## config.mk

```make
export PLATFORM = sky130hd
export DESIGN_NAME = axi_slave_i2c
export DESIGN_NICKNAME = d
export VERILOG_FILES = /design/src/rtl/axi_i2c_pkg.sv /design/src/rtl/axi_i2c_rd_path.sv /design/src/rtl/axi_slave_i2c.sv
export SDC_FILE = /design/constraint.sdc
export NUM_CORES = 1
export LEC_CHECK = 0
export ABC_AREA = 0
export BUFFER_PORTS_ARGS = -buffer_cell sky130_fd_sc_hd__buf_2
export CAP_MARGIN = 20
export CORE_ASPECT_RATIO = 0.9
export CORE_MARGIN = 4
export CORE_UTILIZATION = 46
export CTS_CLUSTER_SIZE = 10
export DETAILED_ROUTE_END_ITERATION = 12
export HOLD_SLACK_MARGIN = 0.05
export PLACE_DENSITY = 0.95
export SETUP_SLACK_MARGIN = 0.5
export SLEW_MARGIN = 5
export SYNTH_ARGS = -nofsm -noshare
export SYNTH_HDL_FRONTEND = slang
export SYNTH_SLANG_ARGS = --single-unit
export TNS_END_PERCENT = 50
```

## constraint.sdc

```tcl
create_clock -name ACLK -period 5 [get_ports ACLK]
set_clock_uncertainty 0.1 [all_clocks]
set_input_delay 0.5 -clock ACLK [delete_from_list [all_inputs] [get_ports ACLK]]
set_output_delay 0.5 -clock ACLK [all_outputs]
set_load 0.02 [all_outputs]
```

## src/rtl/axi_i2c_pkg.sv

```systemverilog
// Shared definitions for the AXI4-Lite to I2C bridge front end: bus widths,
// response encodings and the write/read FSM state types.
package axi_i2c_pkg;

  localparam int AXI_ADDR_W     = 32;
  localparam int AXI_DATA_W     = 32;
  localparam int AXI_RESP_W     = 2;
  localparam int I2C_RDATA_W    = 8;
  localparam int I2C_OUT_W      = 16;
  localparam int I2C_TIMEOUT    = 1024;

  localparam logic [1:0] RESP_OKAY   = 2'b00;
  localparam logic [1:0] RESP_SLVERR = 2'b10;

  typedef enum logic [1:0] {
    W_IDLE,
    W_REQ,
    W_WAIT,
    W_RESP
  } wr_state_t;

  typedef enum logic [1:0] {
    R_IDLE,
    R_TRIG,
    R_WAIT,
    R_RESP
  } rd_state_t;

endpackage

```

## src/rtl/axi_i2c_rd_path.sv

```systemverilog
// Read path of the AXI4-Lite to I2C bridge: accepts one AR beat, triggers the
// I2C master, captures the returned byte and presents it on the R channel.
// Optional macro I2C_TIMEOUT_EN adds a response timeout in R_WAIT.
module axi_i2c_rd_path
  import axi_i2c_pkg::*;
#(
  parameter int RDATA_WIDTH    = I2C_RDATA_W,
  parameter int RESP_WIDTH     = AXI_RESP_W,
  parameter int TIMEOUT_CYCLES = I2C_TIMEOUT
) (
  input  logic                   clk,
  input  logic                   rst_n,
  input  logic                   arvalid,
  output logic                   arready,
  input  logic [7:0]             araddr,
  input  logic                   wr_busy,
  input  logic                   pending,
  output logic                   trigger,
  output logic [7:0]             trig_addr,
  input  logic [RDATA_WIDTH-1:0] rdata_in,
  input  logic                   rdata_valid,
  output logic                   rdata_valid_ack,
  output logic                   rvalid,
  input  logic                   rready,
  output logic [RDATA_WIDTH-1:0] rdata,
  output logic [RESP_WIDTH-1:0]  rresp
);

  rd_state_t state, state_next;
  logic      run;
  logic      rd_done;
  logic      rd_tmo;

`ifdef I2C_TIMEOUT_EN
  localparam int CNT_W = $clog2(TIMEOUT_CYCLES + 1);
  logic [CNT_W-1:0] tmo_cnt;

  // Count cycles spent waiting for the I2C byte; cleared in every other state.
  always_ff @(posedge clk or negedge rst_n) begin
    if (!rst_n)                tmo_cnt <= '0;
    else if (state == R_WAIT)  tmo_cnt <= tmo_cnt + 1'b1;
    else                       tmo_cnt <= '0;
  end

  assign rd_tmo = (state == R_WAIT) && !rdata_valid &&
                  (tmo_cnt == CNT_W'(TIMEOUT_CYCLES - 1));
`else
  assign rd_tmo = 1'b0;
`endif

  assign rd_done   = (state == R_WAIT) && (rdata_valid || rd_tmo);
  assign arready   = run && (state == R_IDLE);
  assign trigger   = (state == R_TRIG) && !pending && !wr_busy;
  assign rvalid    = (state == R_RESP);

  // State register plus captured address, read byte and response.
  always_ff @(posedge clk or negedge rst_n) begin
    if (!rst_n) begin
      state           <= R_IDLE;
      run             <= 1'b0;
      trig_addr       <= '0;
      rdata           <= '0;
      rresp           <= '0;
      rdata_valid_ack <= 1'b0;
    end else begin
      state           <= state_next;
      run             <= 1'b1;
      rdata_valid_ack <= 1'b0;
      if (arvalid && arready) trig_addr <= araddr;
      if (rd_done) begin
        if (rdata_valid) begin
          rdata           <= rdata_in;
          rresp           <= RESP_WIDTH'(RESP_OKAY);
          rdata_valid_ack <= 1'b1;
        end else begin
          rdata <= '0;
          rresp <= RESP_WIDTH'(RESP_SLVERR);
        end
      end
    end
  end

  // Next-state decode for the read sequence.
  always_comb begin
    state_next = state;
    unique case (state)
      R_IDLE: if (arvalid && arready) state_next = R_TRIG;
      R_TRIG: if (trigger)            state_next = R_WAIT;
      R_WAIT: if (rd_done)            state_next = R_RESP;
      R_RESP: if (rready)             state_next = R_IDLE;
      default:                        state_next = R_IDLE;
    endcase
  end

endmodule

```

## src/rtl/axi_slave_i2c.sv

```systemverilog
// AXI4-Lite slave front end of the AXI-to-I2C bridge. Holds the write FSM and
// the shared ADDR_DATA_OUT driver; the read FSM lives in axi_i2c_rd_path.
// Optional macro I2C_TIMEOUT_EN adds a response timeout to both paths.
module axi_slave_i2c
  import axi_i2c_pkg::*;
#(
  parameter int ADDR_WIDTH     = AXI_ADDR_W,
  parameter int DATA_WIDTH     = AXI_DATA_W,
  parameter int RESP_WIDTH     = AXI_RESP_W,
  parameter int RDATA_WIDTH    = I2C_RDATA_W,
  parameter int OUT_WIDTH      = I2C_OUT_W,
  parameter int TIMEOUT_CYCLES = I2C_TIMEOUT
) (
  input  logic                   ACLK,
  input  logic                   ARESETn,
  output logic                   AWREADY,
  input  logic                   AWVALID,
  input  logic [ADDR_WIDTH-1:0]  AWADDR,
  output logic                   WREADY,
  input  logic                   WVALID,
  input  logic [DATA_WIDTH-1:0]  WDATA,
  output logic [RESP_WIDTH-1:0]  BRESP,
  output logic                   BVALID,
  input  logic                   BREADY,
  output logic                   ARREADY,
  input  logic                   ARVALID,
  input  logic [ADDR_WIDTH-1:0]  ARADDR,
  output logic [RESP_WIDTH-1:0]  RRESP,
  output logic [RDATA_WIDTH-1:0] RDATA,
  output logic                   RVALID,
  input  logic                   RREADY,
  output logic [OUT_WIDTH-1:0]   ADDR_DATA_OUT,
  output logic                   VALID_ADDR_DATA_OUT,
  input  logic                   VALID_ADDR_DATA_OUT_ACK,
  input  logic                   VALID_ADDR_DATA_OUT_ACK_VALID,
  output logic                   I2C_MASTER_TRIGGER,
  input  logic [RDATA_WIDTH-1:0] RDATA_OUT,
  input  logic                   RDATA_VALID,
  output logic                   RDATA_VALID_ACK,
  input  logic                   PENDING_TRANSACTION_WR,
  input  logic                   PENDING_TRANSACTION_RD
);

  wr_state_t w_state, w_next;
  // Held low through reset and the first cycle after it, so no READY is
  // offered while the block is still coming out of reset.
  logic      run;
  logic      aw_full, w_full;
  logic [7:0] aw_byte, w_byte;
  logic [RESP_WIDTH-1:0] bresp_q;
  logic [OUT_WIDTH-1:0]  ado_q;
  logic      aw_hs, w_hs;
  logic      w_done, w_tmo;
  logic      rd_trig;
  logic [7:0] rd_addr_byte;

  // Only the low address/data bytes reach the I2C side.
  logic unused_bits;
  assign unused_bits = ^{AWADDR[ADDR_WIDTH-1:8], ARADDR[ADDR_WIDTH-1:8],
                         WDATA[DATA_WIDTH-1:8]};

  assign AWREADY             = run && (w_state == W_IDLE) && !aw_full;
  assign WREADY              = run && (w_state == W_IDLE) && !w_full;
  assign aw_hs               = AWVALID && AWREADY;
  assign w_hs                = WVALID && WREADY;
  assign VALID_ADDR_DATA_OUT = (w_state == W_REQ);
  assign BVALID              = (w_state == W_RESP);
  assign BRESP               = bresp_q;

`ifdef I2C_TIMEOUT_EN
  localparam int CNT_W = $clog2(TIMEOUT_CYCLES + 1);
  logic [CNT_W-1:0] w_tmo_cnt;

  // Count cycles spent waiting for the I2C write ACK; cleared elsewhere.
  always_ff @(posedge ACLK or negedge ARESETn) begin
    if (!ARESETn)                w_tmo_cnt <= '0;
    else if (w_state == W_WAIT)  w_tmo_cnt <= w_tmo_cnt + 1'b1;
    else                         w_tmo_cnt <= '0;
  end

  assign w_tmo = (w_state == W_WAIT) && !VALID_ADDR_DATA_OUT_ACK_VALID &&
                 (w_tmo_cnt == CNT_W'(TIMEOUT_CYCLES - 1));
`else
  assign w_tmo = 1'b0;
`endif

  assign w_done = (w_state == W_WAIT) && (VALID_ADDR_DATA_OUT_ACK_VALID || w_tmo);

  // Write state register, AW/W holding buffers and latched BRESP.
  // NOTE: async active-low reset; every register in this file assigns with <=
  // so all flops sample the same pre-edge values.
  always_ff @(posedge ACLK or negedge ARESETn) begin
    if (!ARESETn) begin
      w_state <= W_IDLE;
      run     <= 1'b0;
      aw_full <= 1'b0;
      w_full  <= 1'b0;
      aw_byte <= '0;
      w_byte  <= '0;
      bresp_q <= '0;
      ado_q   <= '0;
    end else begin
      w_state <= w_next;
      run     <= 1'b1;
      ado_q   <= ADDR_DATA_OUT;
      if (aw_hs) begin
        aw_full <= 1'b1;
        aw_byte <= AWADDR[7:0];
      end
      if (w_hs) begin
        w_full <= 1'b1;
        w_byte <= WDATA[7:0];
      end
      if (BVALID && BREADY) begin
        aw_full <= 1'b0;
        w_full  <= 1'b0;
      end
      if (w_done) begin
        bresp_q <= (VALID_ADDR_DATA_OUT_ACK_VALID && VALID_ADDR_DATA_OUT_ACK)
                   ? RESP_WIDTH'(RESP_OKAY) : RESP_WIDTH'(RESP_SLVERR);
      end
    end
  end

  // Next-state decode for the write sequence.
  // NOTE: next-state gets its default before the case so no path infers a latch.
  always_comb begin
    w_next = w_state;
    unique case (w_state)
      W_IDLE: if (aw_full && w_full && !PENDING_TRANSACTION_WR) w_next = W_REQ;
      W_REQ:                                                    w_next = W_WAIT;
      W_WAIT: if (w_done)                                       w_next = W_RESP;
      W_RESP: if (BREADY)                                       w_next = W_IDLE;
      default:                                                  w_next = W_IDLE;
    endcase
  end

  // Shared I2C address/data bus: write request wins, then read trigger,
  // otherwise hold the last value driven.
  always_comb begin
    ADDR_DATA_OUT = ado_q;
    if (w_state == W_REQ)  ADDR_DATA_OUT = OUT_WIDTH'({aw_byte, w_byte});
    else if (rd_trig)      ADDR_DATA_OUT = OUT_WIDTH'({rd_addr_byte, 8'h00});
  end

  assign I2C_MASTER_TRIGGER = rd_trig;

  axi_i2c_rd_path #(
    .RDATA_WIDTH    (RDATA_WIDTH),
    .RESP_WIDTH     (RESP_WIDTH),
    .TIMEOUT_CYCLES (TIMEOUT_CYCLES)
  ) u_rd_path (
    .clk             (ACLK),
    .rst_n           (ARESETn),
    .arvalid         (ARVALID),
    .arready         (ARREADY),
    .araddr          (ARADDR[7:0]),
    .wr_busy         (w_state == W_REQ),
    .pending         (PENDING_TRANSACTION_RD),
    .trigger         (rd_trig),
    .trig_addr       (rd_addr_byte),
    .rdata_in        (RDATA_OUT),
    .rdata_valid     (RDATA_VALID),
    .rdata_valid_ack (RDATA_VALID_ACK),
    .rvalid          (RVALID),
    .rready          (RREADY),
    .rdata           (RDATA),
    .rresp           (RRESP)
  );

endmodule

```

==> out/metrics.yaml, run 1 <==
clock_tree:
  cts_sinks: 58
  hold_buffers: 0
  cts_inserted_buffers: 9
  post-cts-setup-buffer-count: 0
  ctsLongestPathBuffers: 2
  post_cts_resize_count: 0
  root_buffer: "clkbuf_8"
  clk_pin_slew_ns: 0.06
  cts_tree: "done"
  htree_levels: 3
  clk_latency_ns: 0.33
die:
  die_area_mm2: 0.00659
  ioPinCount: 152
  fp.coreArea_mm2: 0.00501
  start_util_pct: 49.1
  die_x_um: 85.1
  die_h_um: 77.4
  rows: 24
power:
  p_leak_nw: 1.62
  total_power_mw: 2.11
  vdd_drop_max_uv: 342
  powerDensity_mw_per_mm2: 682
global_route:
  grt_pass1_vias: 1835
  overflow: 0
  grt_usage_pct: 16.9
  antenna_found_initial: 0
  grt_max_degree: 59
  grt_pass1_wl_um: 8660
yosys:
  ys_seq_area_share_pct: 58.9
  synth_xor_area_share_pct: 0
  yosys.area_share.simple_pct: 7.31
  synth-compound-area-share_pct: 10.6
  synth_top_family_by_area: "multiplexers"
  ys_types: 31
  avgSynthCellArea_um2: 13.3
  netlist_top_cells_area: "dfrtp_1, mux2_1, mux2_2"
  yosys_warnings: 0
  synth_common_cells: "dfrtp_1, nand2_1, mux2_1"
  synth-edff-count: 0
  synth_ff_type: "dfrtp_1"
  syn_area_mm2: 0.00246
  ys_ff_latch: 58
  synthArstFlopShare_pct: 100
  synth_most_common_cell: "dfrtp_1"
  synthCells: 185
  synth_largest_area_cell: "dfrtp_1"
  yosysTopAreaCellShare_pct: 58.9
  synth_mux_area_share_pct: 15.7
  synth_fa_ha_area_share_pct: 4.57
place:
  place.gp.congestion: 0.767
  dpl_cell_area_mm2: 0.00292
  place_inst: 324
  io_buffers: 77
  dp_hpwl_um: 3760
  dpl_worst_slack_ns: 2.41
critical_path:
  slowest_delay_ns: 0.45
  path_class: "flip-flop to output pin"
  critical-path-top-delay-family: "simple AND/OR/NAND/NOR gates"
  path_max_fanout: 10
  cp_cell_sequence: "inv_1 -> ha_1 -> or3b_1 -> clkinv_4 -> nor2_2 -> a21o_1 -> buf_2"
  cp-start-kind: "flip-flop"
  end_kind: "output pin"
  slowest_stage: "or3b_1"
  arrival_ns: 2.34
  critPathRequiredTime_ns: 4.40
  worst-path-buf-inv: 3
timing:
  worst_pin_slew_ns: 0.718
  max_clock_freq_mhz: 340
  max_slew_margin_pct: 52.1
  rsz0062_at_grt: "no"
  period_needed_ns: 2.94
  min_period_over_period_pct: 58.8
  hold_viol_final: 0
  setup_viol: 0
  slew_violations: 0
  finalSetupTns_ns: 0
  worst_slack_ns: 2.06
  whs_ns: 0.223
detailed_routing:
  remaining_drc_errors: 0
  ant_nets: 0
  post_drt_wl_per_cell_um: 15.2
  wl_um: 5120
  firstDrtPassIters: 4
  vias_per_cell: 5.01
  dr.first_iter.drc_count: 47
  num_vias: 1695
outcome:
  status: "finished, final reports clean"
cells_and_area:
  drive_gt1_share_pct: 42.1
  post-route-util_pct: 61.7
  antennaDiodeCount: 0
  instances_no_fill: 338
  num-nets-final: 395
  finalInstanceArea_mm2: 0.00309
  syn2layout_area_growth_pct: 25.5
min_path:
  hold_class: "primary input to async pin"
job:
  cap_violations: 0
==> cell type report <==
class | instances | area [µm²]
clock buffer | 12 | 165
clock inverter | 2 | 12.5
fill | 404 | 1920
inverter | 7 | 31.3
multi-input combinational | 115 | 951
sequential | 58 | 1450
tap | 65 | 81.3
timing repair buffer | 79 | 400
==> state kept, by name, indices dropped and copies added, names as in the netlist <==
name,count
w_byte,8
u_rd_path.rdata,8
u_rd_path.trig_addr,8
u_rd_path.rresp,1
ado_q,16
BRESP,1
aw_full,1
w_state,2
u_rd_path.state,2
u_rd_path.run,1
aw_byte,8
w_full,1
u_rd_path.rdata_valid_ack,1
==> path summary, 6_finish.rpt <==
| kind | slack (ns) | startpoint | end | cells after the start |
|---|---|---|---|---|
| worst max-delay path | 2.06 | u_rd_path.state[1] | ADDR_DATA_OUT[13] | 7 |
| worst min-delay path | 0.22 | ARESETn | ado_q[1] | 2 |
| worst max register to register | 2.98 | u_rd_path.state[1] | u_rd_path.state[1] | 5 |
| worst min register to register | 0.37 | ado_q[15] | ado_q[15] | 1 |
| max in group asynchronous | 4.11 | ARESETn | ado_q[15] | 2 |
| min in group ACLK | 0.26 | VALID_ADDR_DATA_OUT_ACK | BRESP[1] | 2 |
==> power by group <==
group          leakage, nW  internal, mW  switching, mW
logic                0.816         0.394          0.540
registers            0.712         0.689          0.104
clock network       0.0903         0.214          0.168
==> logic make-up after synthesis <==
logic type               after synthesis
flip-flops                            58
AO/OA/AOI/OAI                         35
AND/OR/NAND/NOR                       34
buffers and inverters                 13
other                                  2
multiplexers                          34
adder cells (fa/ha/maj)                9
==> layout by cell type (no fill, tap or decap) <==
cell        instances
a2bb2oi_1           1
conb_1              3
clkinv_4            1
o21a_1              2
mux2_1             17
nor2_1              1
or4_1               1
nand3_4             1
clkinvlp_4          1
a22o_1              8
a21oi_1             5
o21ai_1             8
inv_1               6
nor2b_1             3
and2_2              1
mux2_4              1
or3b_1              1
a21o_1              8
ha_1                9
nor2_2              1
nand2_1            21
a221oi_1            1
buf_2              77
o21ai_0             1
dfrtp_1            58
buf_4               2
and2_1              1
and3b_1             2
clkbuf_8           12
nand3b_1            1
clkinv_2            1
a2111oi_4           1
mux2_2             16
==> layer usage <==
layer | vias to the layer above | wire, µm | global-route usage (%)
met2 | 50 | 2550 | 27.9
met3 | 8 | 324 | 6.14
met5 | - | 0 | 0
met1 | 829 | 2180 | 19.6
li1 | 808 | - | -
met4 | 0 | 65 | 7.75
Note: power is estimated with default switching activity, not from simulation.
==> run 2: changes to the inputs <==
--- a/config.mk
+++ b/config.mk
@@ -5,16 +5,16 @@
 export SDC_FILE = /design/constraint.sdc
 export NUM_CORES = 1
 export LEC_CHECK = 0
-export ABC_AREA = 0
+export ABC_AREA = 1
 export BUFFER_PORTS_ARGS = -buffer_cell sky130_fd_sc_hd__buf_2
 export CAP_MARGIN = 20
 export CORE_ASPECT_RATIO = 0.9
 export CORE_MARGIN = 4
-export CORE_UTILIZATION = 46
+export CORE_UTILIZATION = 39
 export CTS_CLUSTER_SIZE = 10
 export DETAILED_ROUTE_END_ITERATION = 12
 export HOLD_SLACK_MARGIN = 0.05
-export PLACE_DENSITY = 0.95
+export PLACE_DENSITY = 0.87
 export SETUP_SLACK_MARGIN = 0.5
 export SLEW_MARGIN = 5
 export SYNTH_ARGS = -nofsm -noshare
==> constraint.sdc (replaced) <==
create_clock -name ACLK -period 2.4 [get_ports ACLK]
set_clock_uncertainty 0.1 [all_clocks]
set_input_delay 0.24 -clock ACLK [delete_from_list [all_inputs] [get_ports ACLK]]
set_output_delay 0.24 -clock ACLK [all_outputs]
set_load 0.02 [all_outputs]
==> run 2 against run 1 <==
Net effect: synthesized area increased by 5.5%; first-iteration DRC count grew 130%; final cell count grew 53%; sequential power is 110% higher; total power is 140% higher; largest cell class unchanged; sequential share of layout area decreased by 9.9 points; clock power rose by 140%; critical path type unchanged; via count grew 39%; die area rose by 22%.
==> out/metrics.yaml, run 2 <==
yosys:
  synth_most_common_cell: "nand2_1"  # was dfrtp_1
  ys_ff_latch: 58  # unchanged
  synth_largest_area_cell: "dfrtp_1"  # unchanged
  netlist_top_cells_area: "dfrtp_1, nand2_1, nand3_1"  # was dfrtp_1, mux2_1, mux2_2
  synthCells: 293  # was 185
  synth_common_cells: "nand2_1, dfrtp_1, nand3_1"  # was dfrtp_1, nand2_1, mux2_1
  syn_area_mm2: 0.00260  # was 0.00246 mm²
  yosys_warnings: 0  # unchanged
  yosysTopAreaCellShare_pct: 55.8  # was 58.9%
  synth-edff-count: 0  # unchanged
  synth_ff_type: "dfrtp_1"  # unchanged
  synthArstFlopShare_pct: 100  # unchanged
  avgSynthCellArea_um2: 8.87  # was 13.3 µm²
  ys_seq_area_share_pct: 55.8  # was 58.9%
  ys_types: 22  # was 31
cells_and_area:
  num-nets-final: 549  # was 395
  layout_common_cells: "nand2_1, buf_2, dfrtp_1, nand3_1, dlygate4sd3_1"  # was buf_2, dfrtp_1, nand2_1, mux2_1, mux2_2
  syn2layout_area_growth_pct: 50.9  # was 25.5%
  drive_gt1_share_pct: 34.5  # was 42.1%
  antennaDiodeCount: 0  # unchanged
  instances_no_fill: 516  # was 338
  finalInstanceArea_mm2: 0.00392  # was 0.00309 mm²
  largest_register_ffs: 16  # unchanged
  largest-register: "ado_q"  # unchanged
  fillers: 534  # was 404
  layout_commonest_cell: "nand2_1"  # was buf_2
clock_tree:
  clk_latency_ns: 0.33  # about the same
  cts_sinks: 58  # unchanged
  htree_levels: 3  # unchanged
  cts_tree: "done"  # unchanged
  ctsLongestPathBuffers: 2  # unchanged
  root_buffer: "clkbuf_8"  # unchanged
  cts_inserted_buffers: 9  # unchanged
  clk_pin_slew_ns: 0.06  # about the same
detailed_routing:
  remaining_drc_errors: 0  # unchanged
  wl_um: 6640  # was 5120 µm
  vias_per_cell: 4.56  # was 5.01
  firstDrtPassIters: 4  # unchanged
  ant_nets: 0  # unchanged
  post_drt_wl_per_cell_um: 12.9  # was 15.2 µm
  num_vias: 2353  # was 1695
  dr.first_iter.drc_count: 109  # was 47
critical_path:
  cp-start-kind: "flip-flop"  # unchanged
  reg2reg_depth: 8  # was 5
  end_kind: "output pin"  # unchanged
  critPathRequiredTime_ns: 2.06  # was 4.40 ns
  path_max_fanout: 6  # was 10
  arrival_ns: 1.63  # was 2.34 ns
  path_class: "flip-flop to output pin"  # unchanged
min_path:
  hold_class: "primary input to flip-flop"  # was primary input to async pin
  whs_path_depth: 3
place:
  place_inst: 451  # was 324
  io_buffers: 77  # unchanged
  dpl_cell_area_mm2: 0.00306  # was 0.00292 mm²
  dp_hpwl_um: 4360  # was 3760 µm
  place.gp.congestion: 0.809  # was 0.767
die:
  die_h_um: 85.5  # was 77.4 µm
  ioPinCount: 152  # unchanged
  fp.coreArea_mm2: 0.00628  # was 0.00501 mm²
  die_area_mm2: 0.00804  # was 0.00659 mm²
  rows: 27  # was 24
  start_util_pct: 41.4  # was 49.1%
  die_x_um: 94.1  # was 85.1 µm
timing:
  worst_pin_slew_ns: 0.618  # was 0.718 ns
  rsz0062_at_grt: "yes"  # was no
  whs_ns: 0.0614  # was 0.223 ns
  hold_viol_final: 0  # unchanged
  slew_violations: 0  # unchanged
  period_needed_ns: 1.97
  min_period_over_period_pct: 82.0
  setup_viol: 0  # unchanged
  max_slew_margin_pct: 58.8  # was 52.1%
  max_clock_freq_mhz: 508
  finalSetupTns_ns: 0  # unchanged
job:
  cap_violations: 0  # unchanged
global_route:
  grt_max_degree: 33  # was 59
  antenna_found_initial: 0  # unchanged
  grt_usage_pct: 17.3  # was 16.9%
  overflow: 0  # unchanged
  grt_pass1_vias: 2368  # was 1835
  grt_pass1_wl_um: 11000  # was 8660 µm
power:
  total_power_mw: 4.97  # was 2.11 mW
  p_leak_nw: 2.17  # was 1.62 nW
  powerDensity_mw_per_mm2: 1270  # was 682 mW/mm²
  vdd_drop_max_uv: 574  # was 342 µV
outcome:
  status: "finished, final reports clean"  # unchanged
run 2: cell count changes after synthesis, moves of 8 or more:
cell     before  now
nand2_1      21  123
nand3_1       0   51
mux2_1       17    0
mux2_2       16    0
inv_1         6   15
a21o_1        8    0
a22o_1        8    0
o21ai_1       8    0
run 2: kinds of logic (layout without fill, tap and decap cells):
family	count (synthesis)	after routing	share of synthesized area (%)
AOI/OAI and AO/OA	4	4	1.06
adders and majority gates	9	9	4.33
buffers and inverters	28	163	5.34
DFF	58	58	55.8
other	2	3	0.289
and+or+nand+nor	192	192	33.2
run 2: path summary, 6_finish.rpt:
kind / from / to / slack (ns)
max: w_state[0] / ADDR_DATA_OUT[11] / 0.43
min: ARADDR[3] / u_rd_path.trig_addr[3] / 0.06
max reg2reg: w_state[0] / w_byte[7] / 0.64
min reg2reg: w_byte[2] / w_byte[2] / 0.37
max in group asynchronous: ARESETn / w_state[0] / 1.22
min in group asynchronous: ARESETn / u_rd_path.trig_addr[0] / 0.37
run 2: layout make-up:
cell class | instances | area (µm²) | area share, %
Timing Repair Buffer | 129 | 971 | 24.8
Inverter | 18 | 71.3 | 1.82
Clock inverter | 5 | 52.6 | 1.34
Clock buffer | 11 | 151 | 3.86
Multi-Input combinational cell | 208 | 1110 | 28.4
Tap cell | 87 | 109 | 2.78
Sequential cell | 58 | 1450 | 37.1
run 2: repair_timing:
| action | CTS | global route |
|---|---|---|
| pin swaps | 4 | 6 |
| hold buffers | 33 | 0 |
| resized for setup | 32 | 22 |
| cloned | 0 | 1 |
| buffers inserted | 9 | 6 |
| endpoints found under the hold margin | 58 | 0 |
| setup endpoints to repair | 20 | 20 |
run 2: report_power, final:
part	switching, mW	internal, mW	leakage [nW]
combinational	1.40	1.03	1.34
clock	0.371	0.530	0.105
sequential	0.242	1.40	0.730
total	2.02	2.96	2.17
run 2: stage by stage:
step,worst slack [ns],util (%)
6_report,0.432,62.4
5_1_grt,0.343,62.4
4_1_cts,0.439,60.1
3_5_place_dp,0.438,48.7
3_3_place_gp,0.500,48.7
2_1_floorplan,0.589,-
run 2: worst max-delay path, cell delays in order (launching register included):
cell,delay [ns]
dfrtp_2,0.44
ha_4,0.19
buf_8,0.12
nor2_4,0.16
nand2_1,0.09
nand3_1,0.12
buf_2,0.18
run 2: per-layer routing:
| layer | global-route usage, % | share of wire, % | vias to the layer above |
|---|---|---|---|
| met5 | 0 | 0 | - |
| met3 | 5.59 | 4.7 | 4 |
| met4 | 4.33 | 0.45 | 0 |
| met2 | 29.1 | 50 | 71 |
| met1 | 21.6 | 44 | 1088 |
| li1 | - | - | 1190 |
